$ cat config.mk
export PLATFORM = sky130hd
export DESIGN_NAME = simple_tap_ctrl_flat
export DESIGN_NICKNAME = d
export VERILOG_FILES = /design/src/rtl/simple_tap_ctrl_pkg.sv /design/src/rtl/simple_tap_ctrl_if.sv /design/src/rtl/simple_tap_ctrl_arb.sv /design/src/rtl/simple_tap_ctrl.sv /design/src/flat_wrapper.sv
export SDC_FILE = /design/constraint.sdc
export NUM_CORES = 1
export LEC_CHECK = 0
export CAP_MARGIN = 30
export CORE_AREA = 2 2 341 343
export CTS_CLUSTER_SIZE = 10
export DETAILED_ROUTE_END_ITERATION = 10
export DIE_AREA = 0 0 343 345
export PLACE_DENSITY = 0.31
export SLEW_MARGIN = 25
export SYNTH_ARGS = -nofsm -noshare
export SYNTH_HDL_FRONTEND = slang
export SYNTH_HIERARCHICAL = 1
export SYNTH_SLANG_ARGS = --single-unit
$ cat constraint.sdc
create_clock -name clk -period 3.4 [get_ports clk]
set_clock_uncertainty 0.1 [all_clocks]
set_input_delay 0.68 -clock clk [delete_from_list [all_inputs] [get_ports clk]]
set_output_delay 0.68 -clock clk [all_outputs]
set_load 0.01 [all_outputs]
$ cat src/rtl/simple_tap_ctrl_pkg.sv
// Shared types and constants for the tap memory bank sequencer.
// Bank geometry, FSM states and the packed bank-side strobe bundle.
package simple_tap_ctrl_pkg;

    localparam int LANES      = 6;
    localparam int LANE_W     = 32;
    localparam int DEPTH      = 4;
    localparam int ADDR_W     = $clog2(DEPTH);
    localparam int LANE_SEL_W = $clog2(LANES);
    localparam int WORD_W     = LANES * LANE_W;

    typedef enum logic {
        ST_IDLE,
        ST_READ
    } tap_ctrl_state_t;

    typedef struct packed {
        logic                  rd_vld;
        logic [ADDR_W-1:0]     rd_address;
        logic                  wr_vld;
        logic [ADDR_W-1:0]     wr_address;
        logic [WORD_W-1:0]     wr_data;
        logic                  sub_vld;
        logic [LANE_SEL_W-1:0] sub_addr;
        logic [LANE_W-1:0]     sub_data;
        logic                  inter;
        logic                  inter_first;
    } tap_int_192_4;

endpackage

$ cat src/rtl/simple_tap_ctrl_if.sv
// Requester, bank and tap-return signals of the tap controller.
// slave is the controller side, master the requester/bank side.
interface simple_tap_ctrl_if;
    import simple_tap_ctrl_pkg::*;

    logic                  rd_req;
    logic                  rd_gnt;
    logic                  ld_vld;
    logic                  ld_rdy;
    logic [ADDR_W-1:0]     ld_addr;
    logic [WORD_W-1:0]     ld_data;
    logic                  up_vld;
    logic                  up_rdy;
    logic [ADDR_W-1:0]     up_addr;
    logic [LANE_SEL_W-1:0] up_lane;
    logic [LANE_W-1:0]     up_data;
    logic                  mem_rd_vld;
    logic [ADDR_W-1:0]     mem_rd_address;
    logic                  mem_wr_vld;
    logic [ADDR_W-1:0]     mem_wr_address;
    logic [WORD_W-1:0]     mem_wr_data;
    logic                  mem_sub_vld;
    logic [LANE_SEL_W-1:0] mem_sub_addr;
    logic [LANE_W-1:0]     mem_sub_data;
    logic                  mem_inter;
    logic                  mem_inter_first;
    logic [WORD_W-1:0]     mem_rd_data;
    logic                  tap_vld;
    logic                  tap_last;
    logic [ADDR_W-1:0]     tap_addr;
    logic [WORD_W-1:0]     tap_data;
    logic                  busy;
    logic [15:0]           pass_cnt;

    modport slave (
        input  rd_req, ld_vld, ld_addr, ld_data,
        input  up_vld, up_addr, up_lane, up_data,
        input  mem_rd_data,
        output rd_gnt, ld_rdy, up_rdy,
        output mem_rd_vld, mem_rd_address,
        output mem_wr_vld, mem_wr_address, mem_wr_data,
        output mem_sub_vld, mem_sub_addr, mem_sub_data,
        output mem_inter, mem_inter_first,
        output tap_vld, tap_last, tap_addr, tap_data,
        output busy, pass_cnt
    );

    modport master (
        output rd_req, ld_vld, ld_addr, ld_data,
        output up_vld, up_addr, up_lane, up_data,
        output mem_rd_data,
        input  rd_gnt, ld_rdy, up_rdy,
        input  mem_rd_vld, mem_rd_address,
        input  mem_wr_vld, mem_wr_address, mem_wr_data,
        input  mem_sub_vld, mem_sub_addr, mem_sub_data,
        input  mem_inter, mem_inter_first,
        input  tap_vld, tap_last, tap_addr, tap_data,
        input  busy, pass_cnt
    );

endinterface

$ cat src/rtl/simple_tap_ctrl_arb.sv
// Idle-state arbiter: read vs write round-robin, load over update.
// last_was_rd alternates reads and writes so neither side starves.
module tap_ctrl_arb
    import simple_tap_ctrl_pkg::*;
(
    input  logic clk,
    input  logic reset,
    input  logic idle_i,
    input  logic rd_req_i,
    input  logic ld_vld_i,
    input  logic up_vld_i,
    output logic gnt_rd_o,
    output logic gnt_ld_o,
    output logic gnt_up_o
);

    logic last_was_rd_q;
    logic last_was_rd_d;
    logic wr_pend;

    always_comb begin
        wr_pend  = ld_vld_i | up_vld_i;
        gnt_rd_o = idle_i & rd_req_i & (~wr_pend | ~last_was_rd_q);
        gnt_ld_o = idle_i & ~gnt_rd_o & ld_vld_i;
        gnt_up_o = idle_i & ~gnt_rd_o & ~ld_vld_i & up_vld_i;
    end

    always_comb begin
        last_was_rd_d = last_was_rd_q;
        if (gnt_rd_o) begin
            last_was_rd_d = 1'b1;
        end else if (gnt_ld_o | gnt_up_o) begin
            last_was_rd_d = 1'b0;
        end
    end

    always_ff @(posedge clk) begin
        if (reset) begin
            last_was_rd_q <= 1'b0;
        end else begin
            last_was_rd_q <= last_was_rd_d;
        end
    end

endmodule

$ cat src/rtl/simple_tap_ctrl.sv
// Tap memory bank sequencer: atomic read passes, loads and lane updates.
// Bank strobes are built in a packed bundle and fanned out to the flat ports.
module simple_tap_ctrl
    import simple_tap_ctrl_pkg::*;
(
    input  logic               clk,
    input  logic               reset,
    simple_tap_ctrl_if.slave   bus
);

    localparam logic [ADDR_W-1:0]     LAST_ADDR = ADDR_W'(DEPTH - 1);
    localparam logic [LANE_SEL_W-1:0] LANE_LIM  = LANE_SEL_W'(LANES);

    tap_ctrl_state_t   state_q;
    tap_ctrl_state_t   state_d;
    logic [ADDR_W-1:0] rd_ptr_q;
    logic [ADDR_W-1:0] rd_ptr_d;
    logic              idle;
    logic              gnt_rd;
    logic              gnt_ld;
    logic              gnt_up;
    logic              issue_last;
    tap_int_192_4      mem_raw;
    tap_int_192_4      mem;

    logic              tap_vld_q;
    logic              tap_last_q;
    logic [ADDR_W-1:0] tap_addr_q;
    logic [15:0]       pass_cnt_q;
    logic [15:0]       pass_cnt_d;

    assign idle = (state_q == ST_IDLE) & ~reset;

    tap_ctrl_arb u_arb (
        .clk      (clk),
        .reset    (reset),
        .idle_i   (idle),
        .rd_req_i (bus.rd_req),
        .ld_vld_i (bus.ld_vld),
        .up_vld_i (bus.up_vld),
        .gnt_rd_o (gnt_rd),
        .gnt_ld_o (gnt_ld),
        .gnt_up_o (gnt_up)
    );

    always_comb begin
        state_d  = state_q;
        rd_ptr_d = rd_ptr_q;
        mem_raw  = '0;
        unique case (state_q)
            ST_IDLE: begin
                if (gnt_rd) begin
                    mem_raw.rd_vld      = 1'b1;
                    mem_raw.inter       = 1'b1;
                    mem_raw.inter_first = 1'b1;
                    rd_ptr_d            = ADDR_W'(1);
                    state_d             = ST_READ;
                end else if (gnt_ld) begin
                    mem_raw.wr_vld     = 1'b1;
                    mem_raw.wr_address = bus.ld_addr;
                    mem_raw.wr_data    = bus.ld_data;
                end else if (gnt_up && (bus.up_lane < LANE_LIM)) begin
                    mem_raw.sub_vld    = 1'b1;
                    mem_raw.sub_addr   = bus.up_lane;
                    mem_raw.sub_data   = bus.up_data;
                    mem_raw.wr_address = bus.up_addr;
                end
            end
            ST_READ: begin
                mem_raw.rd_vld     = 1'b1;
                mem_raw.rd_address = rd_ptr_q;
                mem_raw.inter      = 1'b1;
                rd_ptr_d           = rd_ptr_q + ADDR_W'(1);
                if (rd_ptr_q == LAST_ADDR) begin
                    state_d = ST_IDLE;
                end
            end
            default: state_d = ST_IDLE;
        endcase
    end

    // A reset cycle aborts any pass without issuing to the bank.
    assign mem        = reset ? '0 : mem_raw;
    assign issue_last = mem.rd_vld & (mem.rd_address == LAST_ADDR);
    assign pass_cnt_d = issue_last ? pass_cnt_q + 16'd1 : pass_cnt_q;

    always_ff @(posedge clk) begin
        if (reset) begin
            state_q    <= ST_IDLE;
            rd_ptr_q   <= '0;
            tap_vld_q  <= 1'b0;
            tap_last_q <= 1'b0;
            tap_addr_q <= '0;
            pass_cnt_q <= '0;
        end else begin
            state_q    <= state_d;
            rd_ptr_q   <= rd_ptr_d;
            tap_vld_q  <= mem.rd_vld;
            tap_last_q <= issue_last;
            tap_addr_q <= mem.rd_address;
            pass_cnt_q <= pass_cnt_d;
        end
    end

    assign bus.rd_gnt          = gnt_rd;
    assign bus.ld_rdy          = gnt_ld;
    assign bus.up_rdy          = gnt_up;
    assign bus.mem_rd_vld      = mem.rd_vld;
    assign bus.mem_rd_address  = mem.rd_address;
    assign bus.mem_wr_vld      = mem.wr_vld;
    assign bus.mem_wr_address  = mem.wr_address;
    assign bus.mem_wr_data     = mem.wr_data;
    assign bus.mem_sub_vld     = mem.sub_vld;
    assign bus.mem_sub_addr    = mem.sub_addr;
    assign bus.mem_sub_data    = mem.sub_data;
    assign bus.mem_inter       = mem.inter;
    assign bus.mem_inter_first = mem.inter_first;
    assign bus.tap_vld         = tap_vld_q;
    assign bus.tap_last        = tap_last_q;
    assign bus.tap_addr        = tap_addr_q;
    assign bus.tap_data        = tap_vld_q ? bus.mem_rd_data : '0;
    assign bus.busy            = gnt_rd | ((state_q == ST_READ) & ~reset);
    assign bus.pass_cnt        = pass_cnt_q;

endmodule
$ cat src/flat_wrapper.sv
// flat-port wrapper written by rule: the top's interface ports become plain ports
module simple_tap_ctrl_flat import simple_tap_ctrl_pkg::*;
  (clk, reset, bus_rd_req, bus_ld_vld, bus_ld_addr, bus_ld_data, bus_up_vld, bus_up_addr, bus_up_lane, bus_up_data, bus_mem_rd_data, bus_rd_gnt, bus_ld_rdy, bus_up_rdy, bus_mem_rd_vld, bus_mem_rd_address, bus_mem_wr_vld, bus_mem_wr_address, bus_mem_wr_data, bus_mem_sub_vld, bus_mem_sub_addr, bus_mem_sub_data, bus_mem_inter, bus_mem_inter_first, bus_tap_vld, bus_tap_last, bus_tap_addr, bus_tap_data, bus_busy, bus_pass_cnt);
  simple_tap_ctrl_if bus_i ();
  input  logic clk;
  input  logic reset;
  input wire logic [$bits(bus_i.rd_req)-1:0] bus_rd_req;
  input wire logic [$bits(bus_i.ld_vld)-1:0] bus_ld_vld;
  input wire logic [$bits(bus_i.ld_addr)-1:0] bus_ld_addr;
  input wire logic [$bits(bus_i.ld_data)-1:0] bus_ld_data;
  input wire logic [$bits(bus_i.up_vld)-1:0] bus_up_vld;
  input wire logic [$bits(bus_i.up_addr)-1:0] bus_up_addr;
  input wire logic [$bits(bus_i.up_lane)-1:0] bus_up_lane;
  input wire logic [$bits(bus_i.up_data)-1:0] bus_up_data;
  input wire logic [$bits(bus_i.mem_rd_data)-1:0] bus_mem_rd_data;
  output wire logic [$bits(bus_i.rd_gnt)-1:0] bus_rd_gnt;
  output wire logic [$bits(bus_i.ld_rdy)-1:0] bus_ld_rdy;
  output wire logic [$bits(bus_i.up_rdy)-1:0] bus_up_rdy;
  output wire logic [$bits(bus_i.mem_rd_vld)-1:0] bus_mem_rd_vld;
  output wire logic [$bits(bus_i.mem_rd_address)-1:0] bus_mem_rd_address;
  output wire logic [$bits(bus_i.mem_wr_vld)-1:0] bus_mem_wr_vld;
  output wire logic [$bits(bus_i.mem_wr_address)-1:0] bus_mem_wr_address;
  output wire logic [$bits(bus_i.mem_wr_data)-1:0] bus_mem_wr_data;
  output wire logic [$bits(bus_i.mem_sub_vld)-1:0] bus_mem_sub_vld;
  output wire logic [$bits(bus_i.mem_sub_addr)-1:0] bus_mem_sub_addr;
  output wire logic [$bits(bus_i.mem_sub_data)-1:0] bus_mem_sub_data;
  output wire logic [$bits(bus_i.mem_inter)-1:0] bus_mem_inter;
  output wire logic [$bits(bus_i.mem_inter_first)-1:0] bus_mem_inter_first;
  output wire logic [$bits(bus_i.tap_vld)-1:0] bus_tap_vld;
  output wire logic [$bits(bus_i.tap_last)-1:0] bus_tap_last;
  output wire logic [$bits(bus_i.tap_addr)-1:0] bus_tap_addr;
  output wire logic [$bits(bus_i.tap_data)-1:0] bus_tap_data;
  output wire logic [$bits(bus_i.busy)-1:0] bus_busy;
  output wire logic [$bits(bus_i.pass_cnt)-1:0] bus_pass_cnt;
  assign bus_i.rd_req = bus_rd_req;
  assign bus_i.ld_vld = bus_ld_vld;
  assign bus_i.ld_addr = bus_ld_addr;
  assign bus_i.ld_data = bus_ld_data;
  assign bus_i.up_vld = bus_up_vld;
  assign bus_i.up_addr = bus_up_addr;
  assign bus_i.up_lane = bus_up_lane;
  assign bus_i.up_data = bus_up_data;
  assign bus_i.mem_rd_data = bus_mem_rd_data;
  assign bus_rd_gnt = bus_i.rd_gnt;
  assign bus_ld_rdy = bus_i.ld_rdy;
  assign bus_up_rdy = bus_i.up_rdy;
  assign bus_mem_rd_vld = bus_i.mem_rd_vld;
  assign bus_mem_rd_address = bus_i.mem_rd_address;
  assign bus_mem_wr_vld = bus_i.mem_wr_vld;
  assign bus_mem_wr_address = bus_i.mem_wr_address;
  assign bus_mem_wr_data = bus_i.mem_wr_data;
  assign bus_mem_sub_vld = bus_i.mem_sub_vld;
  assign bus_mem_sub_addr = bus_i.mem_sub_addr;
  assign bus_mem_sub_data = bus_i.mem_sub_data;
  assign bus_mem_inter = bus_i.mem_inter;
  assign bus_mem_inter_first = bus_i.mem_inter_first;
  assign bus_tap_vld = bus_i.tap_vld;
  assign bus_tap_last = bus_i.tap_last;
  assign bus_tap_addr = bus_i.tap_addr;
  assign bus_tap_data = bus_i.tap_data;
  assign bus_busy = bus_i.busy;
  assign bus_pass_cnt = bus_i.pass_cnt;
  simple_tap_ctrl u_core (.clk(clk), .reset(reset), .bus(bus_i));
endmodule
[Word-level counts from Yosys, hierarchy flattened]
Index checks and enable logic that the tools add are counted.
Cells by class
  add/sub/neg operators: 2
  multiply operators: 0
  divide/modulo/power cells: 0
  $lt $le $gt $ge: 1
  equal/unequal tests: 3
  shifts and indexed selects: 0
  mux-type cells: 22
  bitwise gates (word level): 19
  reductions and logical operators: 2
Operators with widths (number)
  231-bit two-way mux: 2
  192-bit two-way mux: 2
  236-bit two-way mux: 1
  36-bit two-way mux: 2
  16-bit by 1-bit adder with 16-bit output (second input constant): 1
  2-bit two-way mux: 5
  1-bit AND: 9
  1-bit two-way mux: 6
  1-bit inverter: 6
  1-bit one-hot mux with 2 select lines: 3
  2-bit == test (second input constant): 2
  1-bit OR: 4
  2-bit one-hot mux with 2 select lines: 1
  3-bit < comparator (second input constant): 1
  2-bit by 1-bit adder with 2-bit output (second input constant): 1
  2-bit by 1-bit inequality test with 1-bit output (second input constant): 1
  2-bit nonzero test: 1
  1-bit logical AND: 1
Word-level totals
  register bits: 24
  bits in latches: 0
  RAM bits: 0
  bits in read-only memories: 0
  bits of input ports: 428
  output and inout bits: 452
  logic and storage cells: 56
  memories: 0

[Longest topological paths before layout]
Gate-level depths: netlist of the first run.
  word-level depth: 16
  depth in mapped cells: 8
  mapped depth without buffers: 6

[Cells and area by module]
The synthesis of the first run kept the hierarchy.
By module, submodules not included
  simple_tap_ctrl: instances 1, cells each 586, area an instance 3843.7 µm², seq. area each 460.4 µm²
  tap_ctrl_arb: instances 1, cells each 9, area an instance 81.3 µm², seq. area each 20.0 µm²

[Least setup slack after synthesis of the first run]
No wires, ideal clock.
  path kind: reg2out
  start: reg u_core.state_q
  end: out bus_mem_sub_addr[0]
  data arrival time: 2.201 ns
  data required time: 2.620 ns
  path slack: 0.419 ns
  stages on the path, launching flop included: 8
  path buffers: 2
  cells stage by stage: dfxtp_1 -> clkbuf_1 -> nor2_1 -> and3_1 -> or3_1 -> nor2b_1 -> clkbuf_1 -> and2_1
On the way
  longest elaborated chain between the ends: 14
  elaborated cells on any way between the ends: 15
  those cells by class: mux (5); bitwise (9); reduce/logical (1)
RTL lines
  start, declared: line simple_tap_ctrl.sv:14  | tap_ctrl_state_t state_q;
  start signal, assigned: line simple_tap_ctrl.sv:96  | state_q <= state_d;
  1-bit inverter (*): line simple_tap_ctrl.sv:32  | assign idle = (state_q == ST_IDLE) & ~reset;
  1-bit AND (*): line simple_tap_ctrl.sv:32
  named net u_core.idle: line simple_tap_ctrl.sv:18  | logic idle;
  1-bit AND (*) (2 in a row): line simple_tap_ctrl_arb.sv:23  | gnt_rd_o = idle_i & rd_req_i & (~wr_pend | ~last_was_rd_q);
  named net bus_rd_gnt: line flat_wrapper.sv:16  | output wire logic [$bits(bus_i.rd_gnt)-1:0] bus_rd_gnt;
  1-bit inverter: line simple_tap_ctrl_arb.sv:24, simple_tap_ctrl_arb.sv:25
  1-bit AND: line simple_tap_ctrl_arb.sv:24, simple_tap_ctrl_arb.sv:25
  1-bit AND (2 in a row): line simple_tap_ctrl_arb.sv:25  | gnt_up_o = idle_i & ~gnt_rd_o & ~ld_vld_i & up_vld_i;
  1-bit logical AND: line simple_tap_ctrl.sv:62  | end else if (gnt_up && (bus.up_lane < LANE_LIM)) begin
  36-bit two-way mux: line simple_tap_ctrl.sv:62
  36-bit two-way mux: line simple_tap_ctrl.sv:58  | end else if (gnt_ld) begin
  231-bit two-way mux (*): line simple_tap_ctrl.sv:52  | if (gnt_rd) begin
  231-bit two-way mux (*): line simple_tap_ctrl.sv:50  | unique case (state_q)
  236-bit two-way mux (*): line simple_tap_ctrl.sv:83  | assign mem = reset ? '0 : mem_raw;
  end, declared: line flat_wrapper.sv:25  | output wire logic [$bits(bus_i.mem_sub_addr)-1:0] bus_mem_sub_addr;
The timed path passes the listed nets; every way through them passes the cells marked *.

[Worst setup path after layout of the first run]
  start: in bus_up_vld
  end: out bus_mem_wr_data[68]
On the way
  longest elaborated chain between the ends: 11
RTL lines
  start, declared: line flat_wrapper.sv:11  | input wire logic [$bits(bus_i.up_vld)-1:0] bus_up_vld;
  1-bit OR (*): line simple_tap_ctrl_arb.sv:22  | wr_pend = ld_vld_i | up_vld_i;
  1-bit inverter (*): line simple_tap_ctrl_arb.sv:23
  1-bit OR (*): line simple_tap_ctrl_arb.sv:23
  1-bit AND (*): line simple_tap_ctrl_arb.sv:23
  1-bit inverter: line simple_tap_ctrl_arb.sv:24  | gnt_ld_o = idle_i & ~gnt_rd_o & ld_vld_i;
  1-bit AND (2 in a row): line simple_tap_ctrl_arb.sv:24
  192-bit two-way mux: line simple_tap_ctrl.sv:58
  231-bit two-way mux (*): line simple_tap_ctrl.sv:52
  231-bit two-way mux (*): line simple_tap_ctrl.sv:50
  236-bit two-way mux (*): line simple_tap_ctrl.sv:83
  end, declared: line flat_wrapper.sv:23  | output wire logic [$bits(bus_i.mem_wr_data)-1:0] bus_mem_wr_data;
Every way passes the cells marked *; elsewhere a longest branch is shown, timed or not.

==> reports/results.txt, run 1 <==
Placed Area - 0.01482 sq mm
Main combinational cell family by area after synthesis - simple AND/OR/NAND/NOR gates
Post-synthesis register bit count - 24
Mux cell area share after synthesis - 0.002550
Sinks on Clock Net - 24
Clock latency on the worst-skew pair - 280 ps
Critical Path Stages - 11
Unrepaired setup endpoints after global routing - false
First-pass GRT wire length - 99580 um
Drt first-iter violations - 322
Net Count, Synth - 1025
Adder-Cell Fraction of Synth Area - 0.006376
Pre-CTS setup slack - -526.6 ps
Area of the core - 0.1151 sq mm
Hold Crit Class - reg -> reg
I/O pin cnt - 880
Hold Vio Cnt, Final - 0
Final Worst Setup Slack - 89.53 ps
Status - finished, final reports clean
CTS tree - done
Simple-gate share of the synthesized area - 0.7628
CP Data Required Time - 2620 ps
Post-DP HPWL - 70560 um
Setup CP Type - in -> out
CP Cell Sequence - clkdlybuf4s15_2 -> o21ai_1 -> and3_1 -> or3_4 -> nor2_4 -> buf_12 -> buf_6 -> buf_12 -> buf_16 -> and2_1 -> clkdlybuf4s15_1
Fin area - 0.01515 sq mm
Total CTS buffers - 3
Clk slew on worst S/H paths - 70 ps
Root cell of the clock tree - clkbuf_16
Nets - 1913
Tot GR Track Use - 0.1297
Die H - 345 um
Starting density of the core - 0.03410
DRC viols - 0
Min-Delay Path Depth - 2
PortBufs - 879
Layout cells sized above 1 - 0.09987
Critical Path Fanout Max - 11
RD Place Congestion - 0.8577
Synth warnings - 6
VDD IR-drop max - 0.1084 mV
Max H-tree Level - 1
Via total after detailed routing - 8022
Syn Std Cell Area - 0.003925 sq mm
FP Rows - 125
Nature of the critical path endpoint - primary output
Normalized max-slew margin - 0.6823
Clock buffer depth - 2
Initial antenna violation count - 70
Reg-to-reg startpoint - u_core/rd_ptr_q[0]
Yosys cell types - 36
Pwr dens - 125.0 mW/mm^2
Mapped Avg Cell Area - 6.597 sq um
Drt first pass iters - 4
Final non-filler cell total - 3020
CP Launch Point - bus_up_vld
Final WL - 80450 um
R2R depth - 4
Min-delay src - u_core/bus.pass_cnt[15]
Least-Margin Pin Slew - 475.2 ps
Worst reg-to-reg setup slack - 1130 ps
Setup Viol. Count Final - 0
Cell Count Post-Placement - 2977
Largest net degree at the start of global routing - 49
Final Cycle Share - 0.9737
Leakage Power - 6.344 nW
Max Slew Vio Count - 0
PnR Total Power - 1.894 mW
Area growth syn-to-layout - 286.1%
Seq/Total Area, Yosys - 0.1224
Post-synthesis xor/xnor area fraction - 0.01785
Crit path top cell by count - buf_12
Highest clock rate - 302.1 MHz
Max cap viols - 0
Synth Instances - 595
Via-to-Cell Ratio - 2.656
DR WL/cell - 26.64 um
Setup crit start kind - input port
Max incr delay on CP - 350 ps
WP buf/inv - 6
Antenna Nets Post-Route - 0
Minimum clock period after layout - 3310 ps
CP delay by family, top - buffers and inverters
Die W - 343 um
Arr. time, crit path - 2530 ps
Die ar. - 0.1183 sq mm
Vias in the first global route - 8784
Compound-Gate Fraction of Synth Area - 0.03379
Total congestion overflow - 0
CP max-delay cell - or3_4
[per-layer routing]
metal	GRT usage	vias to the layer above	part of all wire
li1	-	3621	-
met1	0.1334	3770	0.36
met2	0.2362	492	0.50
met3	0.07199	77	0.12
met4	0.01069	62	0.0050
met5	0	-	0.0051
[flip-flops by register name, summed over array words and instances (netlist names)]
register,flops
u_core/bus.tap_vld,1
u_core/bus.tap_last,1
u_core/u_arb/last_was_rd_q,1
u_core/rd_ptr_q,2
u_core/bus.tap_addr,2
u_core/state_q,1
u_core/bus.pass_cnt,16
[path summary, 6_finish.rpt]
check                            endpoint
setup / recovery      bus_mem_wr_data[68]
hold / removal    u_core/bus.pass_cnt[15]
setup reg to reg  u_core/bus.pass_cnt[15]
hold reg to reg   u_core/bus.pass_cnt[15]
[cells in the mapped netlist]
| library cell | instances | area (sq um) |
|---|---|---|
| xor2_1 | 5 | 43.79 |
| a211oi_1 | 2 | 15.01 |
| nand3_1 | 3 | 15.01 |
| a21o_1 | 1 | 7.510 |
| and3_2 | 1 | 7.510 |
| nand4_1 | 7 | 43.79 |
| ha_1 | 2 | 25.02 |
| mux2i_1 | 1 | 10.01 |
| nor4_1 | 2 | 12.51 |
| nand2b_1 | 1 | 6.260 |
| or3_1 | 5 | 31.28 |
| o21ai_0 | 6 | 30.03 |
| and4b_2 | 1 | 11.26 |
| nand3b_4 | 1 | 20.02 |
| inv_1 | 5 | 18.77 |
| nor3_1 | 2 | 10.01 |
| clkbuf_1 | 47 | 176.4 |
| and4_1 | 2 | 17.52 |
| nor3_2 | 1 | 10.01 |
| nor3b_1 | 1 | 7.510 |
| nor2_1 | 16 | 60.06 |
| dfxtp_1 | 24 | 480.5 |
| and2_1 | 421 | 2634 |
| a21oi_1 | 8 | 40.04 |
| buf_4 | 1 | 7.510 |
| and3_1 | 5 | 31.28 |
| a22oi_1 | 2 | 15.01 |
| o211a_1 | 1 | 10.01 |
| and4b_1 | 1 | 10.01 |
| or4_1 | 2 | 15.01 |
| o31ai_1 | 2 | 15.01 |
| buf_2 | 2 | 10.01 |
| nand2_1 | 9 | 33.78 |
| or3_4 | 1 | 11.26 |
| nor2b_1 | 1 | 6.260 |
| xnor2_1 | 3 | 26.28 |
[repair_timing]
action                                  CTS  global route
pin swaps                                 1             1
cloned                                   11             0
gates resized for setup                 304            73
buffers inserted                         13             2
hold buffers                              0             0
endpoints found under the setup margin  230            93
hold endpoints to repair                  0             0
[placed cells by master (no fill, tap or decap), drive strengths merged, types with 6 or more instances in the layout]
| cell | instances |
|---|---|
| clkdlybuf4s50 | 646 |
| and2 | 421 |
| dlygate4sd2 | 148 |
| buf | 87 |
| clkbuf | 33 |
| dfxtp | 24 |
| nor2 | 16 |
| diode | 14 |
| clkdlybuf4s15 | 14 |
| nand2 | 9 |
| a21oi | 8 |
| dlymetal6s2s | 7 |
| nand4 | 7 |
| o21ai | 6 |
| and3 | 6 |
| or3 | 6 |
[worst register-to-register path, delay by kind of cell (launching register included)]
family	cells	cell delay, ps
AOI/OAI and AO/OA	1	160
DFF	1	460
and+or+nand+nor	3	1470
[power by group]
group | switching [mW] | internal [mW]
logic | 0.507 | 0.799
registers | 0.0148 | 0.286
clock network | 0.126 | 0.161
total | 0.648 | 1.25
[metrics by stage]
step                      utilization  hold slack (ps)  setup TNS, ps
after floorplan                     -            395.9              0
after global placement         0.1287            366.5         -99680
after detailed placement       0.1287            384.1        -100860
after CTS                      0.1319            393.7              0
after global routing           0.1314            417.6              0
final                          0.1316            392.1              0
[area by class of cell]
type                    instances  area [sq um]
fillers                     13310         99960
repair buffers                933          9341
multi-input cells             516          3288
well taps                    1524          1907
flip-flops and latches         24         484.2
clock buffers                   4         78.83
diodes                         14         35.03
inverters                       5         18.77
[cells by family (layout without fill, tap and decap cells)]
group                      Yosys count  after routing
and+or+nand+nor                    483            483
buffers and inverters               55            942
DFF                                 24             24
AOI/OAI and AO/OA                   22             22
xor gates and xnor gates             8              8
adders and majority gates            2              2
muxes                                1              1
other                                0             14
(Power assumes the default switching activity.)
==> run 2: changes to the inputs <==
--- a/config.mk
+++ b/config.mk
@@ -5,7 +5,6 @@
 export SDC_FILE = /design/constraint.sdc
 export NUM_CORES = 1
 export LEC_CHECK = 0
-export CAP_MARGIN = 30
 export CORE_AREA = 2 2 341 343
 export CTS_CLUSTER_SIZE = 10
 export DETAILED_ROUTE_END_ITERATION = 10
==> results of run 2 <==
Final layout, timing and power as in run 1 (identical DEF).
==> run 3: changes to the inputs <==
--- a/config.mk
+++ b/config.mk
@@ -5,7 +5,9 @@
 export SDC_FILE = /design/constraint.sdc
 export NUM_CORES = 1
 export LEC_CHECK = 0
+export ABC_CLOCK_PERIOD_IN_PS = 3400
 export CORE_AREA = 2 2 341 343
+export CTS_CLUSTER_DIAMETER = 150
 export CTS_CLUSTER_SIZE = 10
 export DETAILED_ROUTE_END_ITERATION = 10
 export DIE_AREA = 0 0 343 345
==> results of run 3 <==
Final layout, timing and power as in run 1 (identical DEF).
